===== src/rtl/cavlc_pkg.sv =====
// Shared CAVLC level-decode types and constants.
package cavlc_pkg;

   typedef enum logic [1:0] {IDLE, T1, LEVEL, ERR} state_t;

   localparam int unsigned MAX_PREFIX    = 15;
   localparam int unsigned ESC_SUFFIX_14 = 4;
   localparam int unsigned ESC_SUFFIX_15 = 12;

   // |level| above this value grows suffixLength; sl is always >= 1 here
   function automatic logic [13:0] sl_threshold(input logic [2:0] sl);
      return 14'd3 << (sl - 3'd1);
   endfunction

endpackage


===== src/rtl/cavlc_prefix_finder.sv =====
// Leading-zero counter over the top 16 window bits (level_prefix).
module cavlc_prefix_finder (
   input  logic [15:0] bits,
   output logic [4:0]  count,
   output logic        all_zero
);

   always_comb begin
      count = 5'd16;
      for (int unsigned i = 0; i < 16; i++)
         if (bits[i]) count = 5'(15 - i);
   end

   assign all_zero = (bits == '0);

endmodule


===== src/rtl/level_decode_param.sv =====
// CAVLC coefficient level decoder: trailing-ones then prefix/suffix coded levels,
// one level per cycle into a single-entry valid/ready output register.
module level_decode_param
   import cavlc_pkg::*;
#(
   parameter int MAX_COEFF = 16,
   parameter int LEVEL_W   = 16,
   parameter int WIN_W     = 32
) (
   input  logic                      Clk,
   input  logic                      Reset,
   input  logic                      Start,
   input  logic [4:0]                TotalCoeff,
   input  logic [1:0]                TrailingOnes,
   input  logic [WIN_W-1:0]          BitstreamShifted,
   output logic [4:0]                NumShift,
   output logic                      ShiftEn,
   output logic signed [LEVEL_W-1:0] LevelOut,
   output logic                      LevelValid,
   input  logic                      LevelReady,
   output logic                      Done,
   output logic                      Error
);

   state_t state_q, state_d;
   logic [2:0] sl_q, sl_d;
   logic [4:0] rem_q, rem_d;
   logic [1:0] t1_q, t1_d;
   logic first_q, first_d, t1s_q, t1s_d;
   logic val_q, val_d, last_q, last_d;
   logic done0_q, done0_d, err_q, err_d;
   logic signed [LEVEL_W-1:0] level_q, level_d;

   logic [4:0] prefix;
   logic       no_one;

   cavlc_prefix_finder u_prefix (
      .bits     (BitstreamShifted[WIN_W-1 -: 16]),
      .count    (prefix),
      .all_zero (no_one)
   );

   logic [3:0]  ssize;
   logic [11:0] suffix;
   logic [13:0] code, mag;
   logic [2:0]  sl_a, sl_up;
   logic signed [LEVEL_W-1:0] mag_s;

   always_comb begin
      if (prefix == 5'd14 && sl_q == '0) ssize = 4'(ESC_SUFFIX_14);
      else if (prefix == 5'(MAX_PREFIX)) ssize = 4'(ESC_SUFFIX_15);
      else                               ssize = {1'b0, sl_q};
      // suffix sits right after the terminating one, right-justified to ssize bits
      suffix = 12'((BitstreamShifted << (prefix + 5'd1)) >> (WIN_W - 12)) >> (4'd12 - ssize);
      code = (14'(prefix[3:0]) << sl_q) + 14'(suffix);
      if (prefix == 5'(MAX_PREFIX) && sl_q == '0) code = code + 14'd15;
      if (first_q && t1s_q) code = code + 14'd2;
      mag   = code[0] ? (code + 14'd1) >> 1 : (code + 14'd2) >> 1;
      mag_s = LEVEL_W'(mag);
      sl_a  = (sl_q == '0) ? 3'd1 : sl_q;
      sl_up = (mag > sl_threshold(sl_a) && sl_a < 3'd6) ? sl_a + 3'd1 : sl_a;
   end

   logic accept, slot_free, active;
   assign accept    = val_q & LevelReady;
   assign slot_free = ~val_q | LevelReady;
   assign active    = rem_q != '0;

   always_comb begin
      state_d  = state_q;
      sl_d     = sl_q;
      rem_d    = rem_q;
      t1_d     = t1_q;
      first_d  = first_q;
      t1s_d    = t1s_q;
      val_d    = val_q & ~LevelReady;
      last_d   = last_q;
      level_d  = level_q;
      done0_d  = 1'b0;
      err_d    = err_q;
      ShiftEn  = 1'b0;
      NumShift = '0;
      case (state_q)
         IDLE: if (Start) begin
            err_d = 1'b0;
            if ({1'b0, TotalCoeff} > 6'(MAX_COEFF) || {3'b0, TrailingOnes} > TotalCoeff) begin
               state_d = ERR;
               err_d   = 1'b1;
            end else if (TotalCoeff == '0) begin
               done0_d = 1'b1;
            end else begin
               state_d = (TrailingOnes != '0) ? T1 : LEVEL;
               rem_d   = TotalCoeff;
               t1_d    = TrailingOnes;
               first_d = 1'b1;
               t1s_d   = TrailingOnes != 2'd3;
               sl_d    = (TotalCoeff > 5'd10 && TrailingOnes != 2'd3) ? 3'd1 : 3'd0;
            end
         end
         T1: if (active && slot_free) begin
            ShiftEn  = 1'b1;
            NumShift = 5'd1;
            val_d    = 1'b1;
            last_d   = rem_q == 5'd1;
            level_d  = BitstreamShifted[WIN_W-1] ? LEVEL_W'('1) : LEVEL_W'(1);
            rem_d    = rem_q - 5'd1;
            t1_d     = t1_q - 2'd1;
            if (t1_q == 2'd1 && rem_q != 5'd1) state_d = LEVEL;
         end else if (accept && last_q) begin
            state_d = IDLE;
         end
         LEVEL: if (active && slot_free) begin
            if (no_one) begin
               state_d = ERR;
               err_d   = 1'b1;
            end else begin
               ShiftEn  = 1'b1;
               NumShift = prefix + 5'd1 + {1'b0, ssize};
               val_d    = 1'b1;
               last_d   = rem_q == 5'd1;
               level_d  = code[0] ? -mag_s : mag_s;
               rem_d    = rem_q - 5'd1;
               first_d  = 1'b0;
               sl_d     = sl_up;
            end
         end else if (accept && last_q) begin
            state_d = IDLE;
         end
         default: state_d = IDLE;
      endcase
   end

   always_ff @(posedge Clk or posedge Reset) begin
      if (Reset) begin
         state_q <= IDLE;
         sl_q    <= '0;
         rem_q   <= '0;
         t1_q    <= '0;
         first_q <= 1'b0;
         t1s_q   <= 1'b0;
         val_q   <= 1'b0;
         last_q  <= 1'b0;
         level_q <= '0;
         done0_q <= 1'b0;
         err_q   <= 1'b0;
      end else begin
         state_q <= state_d;
         sl_q    <= sl_d;
         rem_q   <= rem_d;
         t1_q    <= t1_d;
         first_q <= first_d;
         t1s_q   <= t1s_d;
         val_q   <= val_d;
         last_q  <= last_d;
         level_q <= level_d;
         done0_q <= done0_d;
         err_q   <= err_d;
      end
   end

   assign LevelOut   = level_q;
   assign LevelValid = val_q;
   assign Error      = err_q;
   assign Done       = done0_q | (accept & last_q);

endmodule


===== config.mk =====
export PLATFORM = sky130hd
export DESIGN_NAME = level_decode_param
export DESIGN_NICKNAME = d
export VERILOG_FILES = /design/src/rtl/cavlc_pkg.sv /design/src/rtl/cavlc_prefix_finder.sv /design/src/rtl/level_decode_param.sv
export SDC_FILE = /design/constraint.sdc
export NUM_CORES = 1
export LEC_CHECK = 0
export BUFFER_PORTS_ARGS = -buffer_cell sky130_fd_sc_hd__buf_4
export CAP_MARGIN = 15
export CORE_ASPECT_RATIO = 1.1
export CORE_MARGIN = 1
export CORE_UTILIZATION = 45
export CTS_CLUSTER_SIZE = 12
export DETAILED_ROUTE_END_ITERATION = 12
export SLEW_MARGIN = 10
export SYNTH_ARGS = -nofsm -noshare
export SYNTH_HDL_FRONTEND = slang
export SYNTH_HIERARCHICAL = 1
export SYNTH_SLANG_ARGS = --single-unit

===== constraint.sdc =====
create_clock -name Clk -period 12.3 [get_ports Clk]
set_clock_uncertainty 0.2 [all_clocks]
set_input_delay 1.23 -clock Clk [delete_from_list [all_inputs] [get_ports Clk]]
set_output_delay 1.23 -clock Clk [all_outputs]
set_load 0.02 [all_outputs]

==> results of run 1 <==
==> flip-flops by register name, indices dropped and copies added (netlist names) <==
name,count
Error,1
LevelOut,16
LevelValid,1
done0_q,1
first_q,1
last_q,1
rem_q,5
sl_q,3
state_q,2
t1_q,2
t1s_q,1
==> power by group <==
group / leakage, nW / switching [W] / internal, W
sequential: 0.415 / 0.0000585 / 0.000167
combinational: 2.71 / 0.00105 / 0.000748
clock: 0.0729 / 0.0000476 / 0.0000801
==> worst max path at each step <==
stage	from	end	slack, ns
floorplan	BitstreamShifted[17]	sl_q[1]	1.32
global placement	BitstreamShifted[17]	sl_q[1]	1.23
detailed placement	BitstreamShifted[17]	sl_q[1]	1.05
CTS	BitstreamShifted[17]	sl_q[1]	1.33
global route	BitstreamShifted[17]	sl_q[1]	0.38
finish	BitstreamShifted[17]	sl_q[1]	1.30
==> layout by cell type, fill, tap and decap left out, types with 6 or more instances in the layout <==
| master | count |
|---|---|
| nor2b_1 | 14 |
| dfrtp_1 | 34 |
| nand2_1 | 99 |
| and3_1 | 7 |
| a21o_1 | 14 |
| nand3_1 | 18 |
| nor4_1 | 6 |
| a211oi_1 | 13 |
| o21ai_0 | 43 |
| xnor2_1 | 32 |
| nand2b_1 | 12 |
| nor2_1 | 87 |
| o31ai_1 | 10 |
| or4_1 | 7 |
| o21a_1 | 9 |
| mux2_2 | 11 |
| nand4_1 | 6 |
| mux4_2 | 22 |
| nand3b_1 | 6 |
| o22ai_1 | 7 |
| buf_4 | 74 |
| ha_1 | 42 |
| a21oi_1 | 74 |
| nor3_1 | 15 |
| mux2i_1 | 42 |
| inv_1 | 34 |
| and2_1 | 10 |
| a31oi_1 | 12 |
| xor2_1 | 14 |
==> metrics by stage <==
stage	cell area, µm²	util	power [W]
finish	7400	0.515	0.00215
global route	7400	0.515	0.00237
CTS	7400	0.515	0.00215
detailed placement	7250	0.504	0.00201
global placement	7250	0.504	0.00198
floorplan	6630	-	0.00161
==> cells in the mapped netlist, types with 13 or more instances <==
cell type	instances
nor3_1	15
xnor2_1	33
a211oi_1	13
nand3_1	18
dfrtp_1	34
mux2i_1	42
xor2_1	14
a21o_1	14
nand2_1	99
o21ai_0	43
nor2_1	87
a21oi_1	74
nor2b_1	14
clkbuf_1	28
ha_1	43
inv_1	34
mux4_2	22
==> cell families (layout without fill, tap and decap cells) <==
group / Yosys count / count (layout) / synth area share
buf+inv: 83 / 120 / 0.0513
simple gates: 319 / 319 / 0.243
mux: 76 / 76 / 0.158
flops: 34 / 34 / 0.128
fa+ha+maj: 45 / 45 / 0.0857
compound gates: 253 / 253 / 0.260
xor+xnor: 51 / 51 / 0.0730
==> layer usage <==
metal	vias up	share of wire
met5	-	0
met4	0	0.014
met3	15	0.032
met2	157	0.49
met1	3161	0.46
li1	3263	-
==> worst register-to-register path, delay by kind of cell, from the launching register on <==
kind / cells / cell delay, ns
AO/OA/AOI/OAI: 14 / 2.17
XOR/XNOR: 2 / 0.57
adder cells (fa/ha/maj): 5 / 1.78
buffers and inverters: 2 / 0.38
flip-flops: 1 / 0.81
multiplexers: 2 / 0.74
AND/OR/NAND/NOR: 7 / 1.54
==> cell type report <==
class,instances,share of cell area
clock buffer,6,0.0188
clock inverter,2,0.00169
inverter,38,0.0193
multi-input combinational,744,0.738
sequential,34,0.115
tap,192,0.0324
timing repair buffer,74,0.0750
==> impl_metrics.toml, run 1 <==
[worst_hold_path]
hold_path.class = "flip-flop to flip-flop"
hold_path_end = "LevelOut[13]"
hold_depth = 1
hold_path.startpoint = "LevelOut[13]"

[die]
fp.dieArea_mm2 = 0.0152
num_rows = 46
start_util = 0.461
pin_count = 68
die_w_um = 118
die_y_um = 129
coreArea_mm2 = 0.0144

[sta]
drv_slew = 0
hold_viol = 0
max_freq_ghz = 0.0909
relSlewSlack = 0.367
setup-tns-final_ns = 0
worst_slack_ns = 1.30
rsz0062_at_grt = "false"
setup_viol = 0
fin_hold_ws_ns = 0.281
worstMarginPinSlew_ns = 0.949
fin_crit_sh = 0.894
min_period_ns = 11.00

[detailed_routing]
wire_per_inst_um = 17.6
wl_mm = 19.1
drtAntennaViolNets = 0
drc = 0
vias_per_cell = 6.05
num_vias = 6596
first_pass_iters = 4
first_iter_violations = 339

[setup_path]
r2r_slack_ns = 4.06
path_buf_inv = 4
critPathSlowestCell = "ha_2"
max_stage_delay_ns = 1.13
rr_worst_depth = 32
required_ns = 12.31
crit_family = "compound AO/OA/AOI/OAI gates"
crit_path_end_kind = "flip-flop"
regToRegEndpoint = "sl_q[1]"
start_kind = "input pin"
worst-path-stages = 42
path_max_fanout = 42
crit_arrival_ns = 11.01
crit_type = "input pin to flip-flop"
reg2reg_from = "sl_q[0]"

[clock_network]
root_buffer = "clkbuf_16"
cts_resized = 0
post-cts-setup-buffers = 0
clock_sinks = 34
cts_htree_levels = 2
tritoncts = "yes"
postCtsHoldBufs = 0
cts_buffers = 5
cts_buffer_depth = 2
path_clk_slew_ns = 0.06
clkLatencyLatePin_ns = 0.28

[yosys]
syn_nets = 948
yosys.area.top_type = "dfrtp_1"
yosys_warnings = 6
yosysSeqAreaShare = 0.128
synth_edf_count = 0
ys_top_cells_by_area = "dfrtp_1, ha_1, mux4_2, mux2i_1, nand2_1"
syn_inst = 861
ys.flop_type = "dfrtp_1"
syn_area_per_cell_um2 = 7.70
ys_types = 96
ys_async_sr_fraction = 1.00
synth_top_area_share = 0.128
synth-seq-cells = 34
synth_area_mm2 = 0.00663

[global_routing]
met2_usage = 0.443
grt_max_degree = 43
busiest_layer = "met2"
grt_antenna_before_repair = 0
track_usage = 0.249
grt_use_met1 = 0.326
grt_pass1_vias = 6159
grt_pass1_wl_mm = 31.1
grt.overflow.total = 0
use_met3 = 0.0268

[cells_and_area]
areaGrowthSynthToFinish_pct = 11.7
multi_input_area_mm2 = 0.00546
regArea_um2 = 851
fillCellCount = 1429
final_cells = 1090
final_layout_size_suffix_gt1_frac = 0.176
final_nets = 984
antenna_cells = 0

[flow_run]
cap_violations = 0

[power_and_ir_drop]
max-vdd-ir-drop_mv = 0.128
p_per_area_mw_per_mm2 = 290
p_leak_nw = 3.19

[place]
place.port_buffers = 67
dpl.hpwl_mm = 15.3
routabilityCongestion = 1.01
dp_slack_ns = 1.05
dp_cells = 1082

[outcome]
status = "finished clean"
Power figures use the tool's default switching activity.
==> run 2: changes to the inputs <==
--- a/config.mk
+++ b/config.mk
@@ -12,6 +12,7 @@
 export CORE_UTILIZATION = 45
 export CTS_CLUSTER_SIZE = 12
 export DETAILED_ROUTE_END_ITERATION = 12
+export GPL_TIMING_DRIVEN = 0
 export SLEW_MARGIN = 10
 export SYNTH_ARGS = -nofsm -noshare
 export SYNTH_HDL_FRONTEND = slang
==> impl_metrics.toml, run 2 (same netlist as run 1, synthesis figures left out) <==
[outcome]
status = "finished clean"

[setup_path]
max_stage_delay_ns = 0.61
r2r_slack_ns = 4.11
regToRegEndpoint = "sl_q[1]"
crit_end = "sl_q[1]"
path_buf_inv = 8
reg2reg_from = "sl_q[0]"
start_kind = "input pin"
cp-startpoint = "BitstreamShifted[17]"
rr_worst_depth = 34
path_max_fanout = 11
crit_arrival_ns = 11.69
crit_path_end_kind = "flip-flop"
worst-path-stages = 46
cp_common_cell = "ha_1"
required_ns = 12.32
crit_type = "input pin to flip-flop"
critPathSlowestCell = "or4_1"
crit_family = "compound AO/OA/AOI/OAI gates"

[sta]
relSlewSlack = 0.407
min_period_ns = 11.67
setup_viol = 0
worstMarginPinSlew_ns = 0.883
max_freq_ghz = 0.0857
fin_crit_sh = 0.949
drv_slew = 0
hold_viol = 0
setup-tns-final_ns = 0
rsz0062_at_grt = "false"

[clock_network]
root_buffer = "clkbuf_16"
clkLatencyLatePin_ns = 0.28
cts_htree_levels = 2
path_clk_slew_ns = 0.06
cts_buffers = 5
cts_buffer_depth = 2
postCtsHoldBufs = 0
tritoncts = "yes"
clock_sinks = 34

[die]
die_w_um = 118
num_rows = 46
start_util = 0.461
coreArea_mm2 = 0.0144
die_y_um = 129
fp.dieArea_mm2 = 0.0152
pin_count = 68

[power_and_ir_drop]
max-vdd-ir-drop_mv = 0.146
total_power_w = 0.00223
p_per_area_mw_per_mm2 = 294
p_leak_nw = 3.28

[detailed_routing]
dr_wl_met3_um = 797
met1Wirelength_mm = 8.65
first_pass_iters = 5
drc = 0
top_layer = "met4"
wl_mm = 19.7
num_vias = 6815
drtAntennaViolNets = 0
wire_per_inst_um = 17.5
route.met2.wl_mm = 9.90
vias_per_cell = 6.05
first_iter_violations = 376

[cells_and_area]
antenna_cells = 0
areaGrowthSynthToFinish_pct = 14.5
final_cells = 1127
fin_area_mm2 = 0.00759
final_common_cell = "nand2_1"
layout_common_cells = "nand2_1, nor2_1, a21oi_1, buf_4"
final_util = 0.527
largest_reg_flops = 16
final_nets = 1021
multi_input_area_mm2 = 0.00549
final_layout_size_suffix_gt1_frac = 0.182
regArea_um2 = 851
fillCellCount = 1425

[place]
place.port_buffers = 67
routabilityCongestion = 0.914
dp_cells = 1120
placed_area_mm2 = 0.00737
dpl.hpwl_mm = 16.1

[global_routing]
grt_antenna_before_repair = 0
grt_pass1_vias = 6478
grt_pass1_wl_mm = 31.8
grt.overflow.total = 0
grt_max_degree = 35
track_usage = 0.253

[flow_run]
cap_violations = 0

[worst_hold_path]
hold_path.class = "flip-flop to flip-flop"
hold_depth = 1
run 2: stage by stage:
| step | hold slack (ns) | setup slack (ns) |
|---|---|---|
| finish | 0.277 | 0.631 |
| global route | 0.284 | 0.0280 |
| CTS | 0.280 | 0.0200 |
| detailed placement | 0.267 | -1.19 |
| global placement | 0.264 | -1.04 |
| floorplan | 0.249 | 1.32 |
run 2: worst min path at each step:
stage	start	end	slack (ns)
floorplan	last_q	last_q	0.25
global placement	LevelOut[15]	LevelOut[15]	0.26
detailed placement	LevelOut[13]	LevelOut[13]	0.27
CTS	LevelOut[13]	LevelOut[13]	0.28
global route	LevelOut[13]	LevelOut[13]	0.28
finish	LevelOut[13]	LevelOut[13]	0.28
run 2: what timing repair did:
item	CTS	global route
endpoints found under the setup margin	8	8
gates resized for setup	5	16
setup buffers	0	0
gates cloned	0	0
run 2: layer usage:
layer	GRT usage	vias to the layer above
li1	-	3338
met1	0.316	3240
met2	0.468	206
met3	0.0255	31
met4	0.0588	0
met5	0	-
run 2: cell type report:
class	instances	share of cell area
inverters	38	0.0193
plain buffers	44	0.0274
clock inverters	2	0.00165
repair buffers	67	0.0663
well taps	192	0.0317
clock buffers	6	0.0183
multi-input cells	744	0.723
flip-flops and latches	34	0.112
run 2: power by group:
group          switching, W  internal, W
clock network     0.0000482    0.0000801
registers         0.0000401     0.000167
logic               0.00113     0.000772
total               0.00121      0.00102
==> run 3: changes to the inputs <==
--- a/config.mk
+++ b/config.mk
@@ -10,9 +10,11 @@
 export CORE_ASPECT_RATIO = 1.1
 export CORE_MARGIN = 1
 export CORE_UTILIZATION = 45
+export CTS_BUF_LIST = sky130_fd_sc_hd__clkbuf_8 sky130_fd_sc_hd__clkbuf_16
 export CTS_CLUSTER_SIZE = 12
 export DETAILED_ROUTE_END_ITERATION = 12
 export GPL_TIMING_DRIVEN = 0
+export REMOVE_ABC_BUFFERS = 1
 export SLEW_MARGIN = 10
 export SYNTH_ARGS = -nofsm -noshare
 export SYNTH_HDL_FRONTEND = slang
==> impl_metrics.toml, run 3 (same netlist as run 1, synthesis figures left out) <==
[outcome]
status = "finished clean"

[cells_and_area]
final_nets = 982
final_common_cell = "nand2_1"
largest_reg_flops = 16
antenna_cells = 0
final_util = 0.520
fillCellCount = 1411
fin_area_mm2 = 0.00748
layout_common_cells = "nand2_1, nor2_1, a21oi_1, buf_4, o21ai_0"
final_layout_size_suffix_gt1_frac = 0.179
areaGrowthSynthToFinish_pct = 12.8

[clock_network]
clock_sinks = 34
tritoncts = "yes"
cts_htree_levels = 2
cts_buffers = 5
root_buffer = "clkbuf_16"
postCtsHoldBufs = 0
cts_buffer_depth = 2
path_clk_slew_ns = 0.06
clkLatencyLatePin_ns = 0.28

[global_routing]
track_usage = 0.242
grt_pass1_vias = 6219
grt_pass1_wl_mm = 30.6
grt.overflow.total = 0
grt_max_degree = 38
grt_antenna_before_repair = 0

[place]
place.port_buffers = 67
routabilityCongestion = 0.919
dp_slack_ns = 0.290
dpl.hpwl_mm = 14.9
placed_area_mm2 = 0.00727

[flow_run]
cap_violations = 0

[detailed_routing]
first_pass_iters = 5
wl_mm = 18.5
drtAntennaViolNets = 0
drc = 0
first_iter_violations = 516
num_vias = 6588
wire_per_inst_um = 17.0
vias_per_cell = 6.06

[power_and_ir_drop]
p_leak_nw = 3.23
p_per_area_mw_per_mm2 = 295
max-vdd-ir-drop_mv = 0.172

[sta]
rsz0062_at_grt = "false"
fin_crit_sh = 0.942
max_freq_ghz = 0.0863
drv_slew = 0
worst_slack_ns = 0.708
hold_viol = 0
relSlewSlack = 0.243
setup_viol = 0
worstMarginPinSlew_ns = 1.13
fin_hold_ws_ns = 0.276
min_period_ns = 11.59

[setup_path]
crit_path_end_kind = "flip-flop"
path_max_fanout = 37
max_stage_delay_ns = 0.66
required_ns = 12.25
path_buf_inv = 6
crit_type = "input pin to flip-flop"
worst-path-stages = 42
start_kind = "input pin"
reg2reg_from = "sl_q[0]"
crit_family = "compound AO/OA/AOI/OAI gates"
crit_arrival_ns = 11.55
critPathSlowestCell = "ha_2"
r2r_slack_ns = 3.84
regToRegEndpoint = "sl_q[0]"
rr_worst_depth = 30
cp_common_cell = "ha_1"

[die]
pin_count = 68
coreArea_mm2 = 0.0144
die_w_um = 118
die_y_um = 129
start_util = 0.461
fp.dieArea_mm2 = 0.0152
num_rows = 46

[worst_hold_path]
hold_path.startpoint = "LevelOut[14]"
hold_path_end = "LevelOut[14]"
hold_path.class = "flip-flop to flip-flop"
hold_depth = 2
==> run 3: worst reg2reg max path, delay by kind of cell, from the launching register on <==
kind	cells	cell delay [ns]
flops	1	0.81
buf+inv	2	0.36
xor+xnor	3	0.59
simple gates	8	1.82
compound gates	10	2.02
fa+ha+maj	5	1.84
mux	2	0.69
==> run 3: final cells by class <==
class / instances / area, µm² / share of cell area
Sequential cell: 34 / 851 / 0.114
Multi-Input combinational cell: 744 / 5480 / 0.733
Inverter: 38 / 143 / 0.0191
Tap cell: 192 / 240 / 0.0321
Clock inverter: 3 / 68.8 / 0.00920
Timing Repair Buffer: 72 / 567 / 0.0758
Clock buffer: 5 / 125 / 0.0167
==> run 3: report_power, final <==
| group | switching, W | internal [W] |
|---|---|---|
| Clock | 0.0000496 | 0.000116 |
| Combinational | 0.00106 | 0.000754 |
| Sequential | 0.0000592 | 0.000167 |
==> run 3: per-stage QoR <==
| step | TNS [ns] | power (W) | instances |
|---|---|---|---|
| finish | 0 | 0.00221 | 1088 |
| global route | 0 | 0.00242 | 1088 |
| CTS | 0 | 0.00220 | 1088 |
| detailed placement | 0 | 0.00202 | 1080 |
| global placement | -45.41 | 0.00198 | 1075 |
| floorplan | -4.01 | 0.00158 | 816 |
==> run 3: layer usage <==
layer,part of all wire,global-route usage
met3,0.038,0.0207
met2,0.49,0.440
met1,0.46,0.313
met4,0.013,0.0520
met5,0,0
==> run 3: worst max path at each step <==
stage                     slack [ns]                  from  endpoint
final                           0.71  BitstreamShifted[17]   sl_q[0]
after global routing            0.07  BitstreamShifted[17]   sl_q[0]
after CTS                       0.55  BitstreamShifted[17]   sl_q[0]
after detailed placement        0.29  BitstreamShifted[17]   sl_q[0]
after global placement         -3.63  BitstreamShifted[17]   sl_q[0]
after floorplan                -0.78  BitstreamShifted[17]   sl_q[1]
==> run 3: repair_timing <==
action	CTS	global route
endpoints found under the setup margin	0	3
setup buffers	0	0
gates resized for setup	0	2
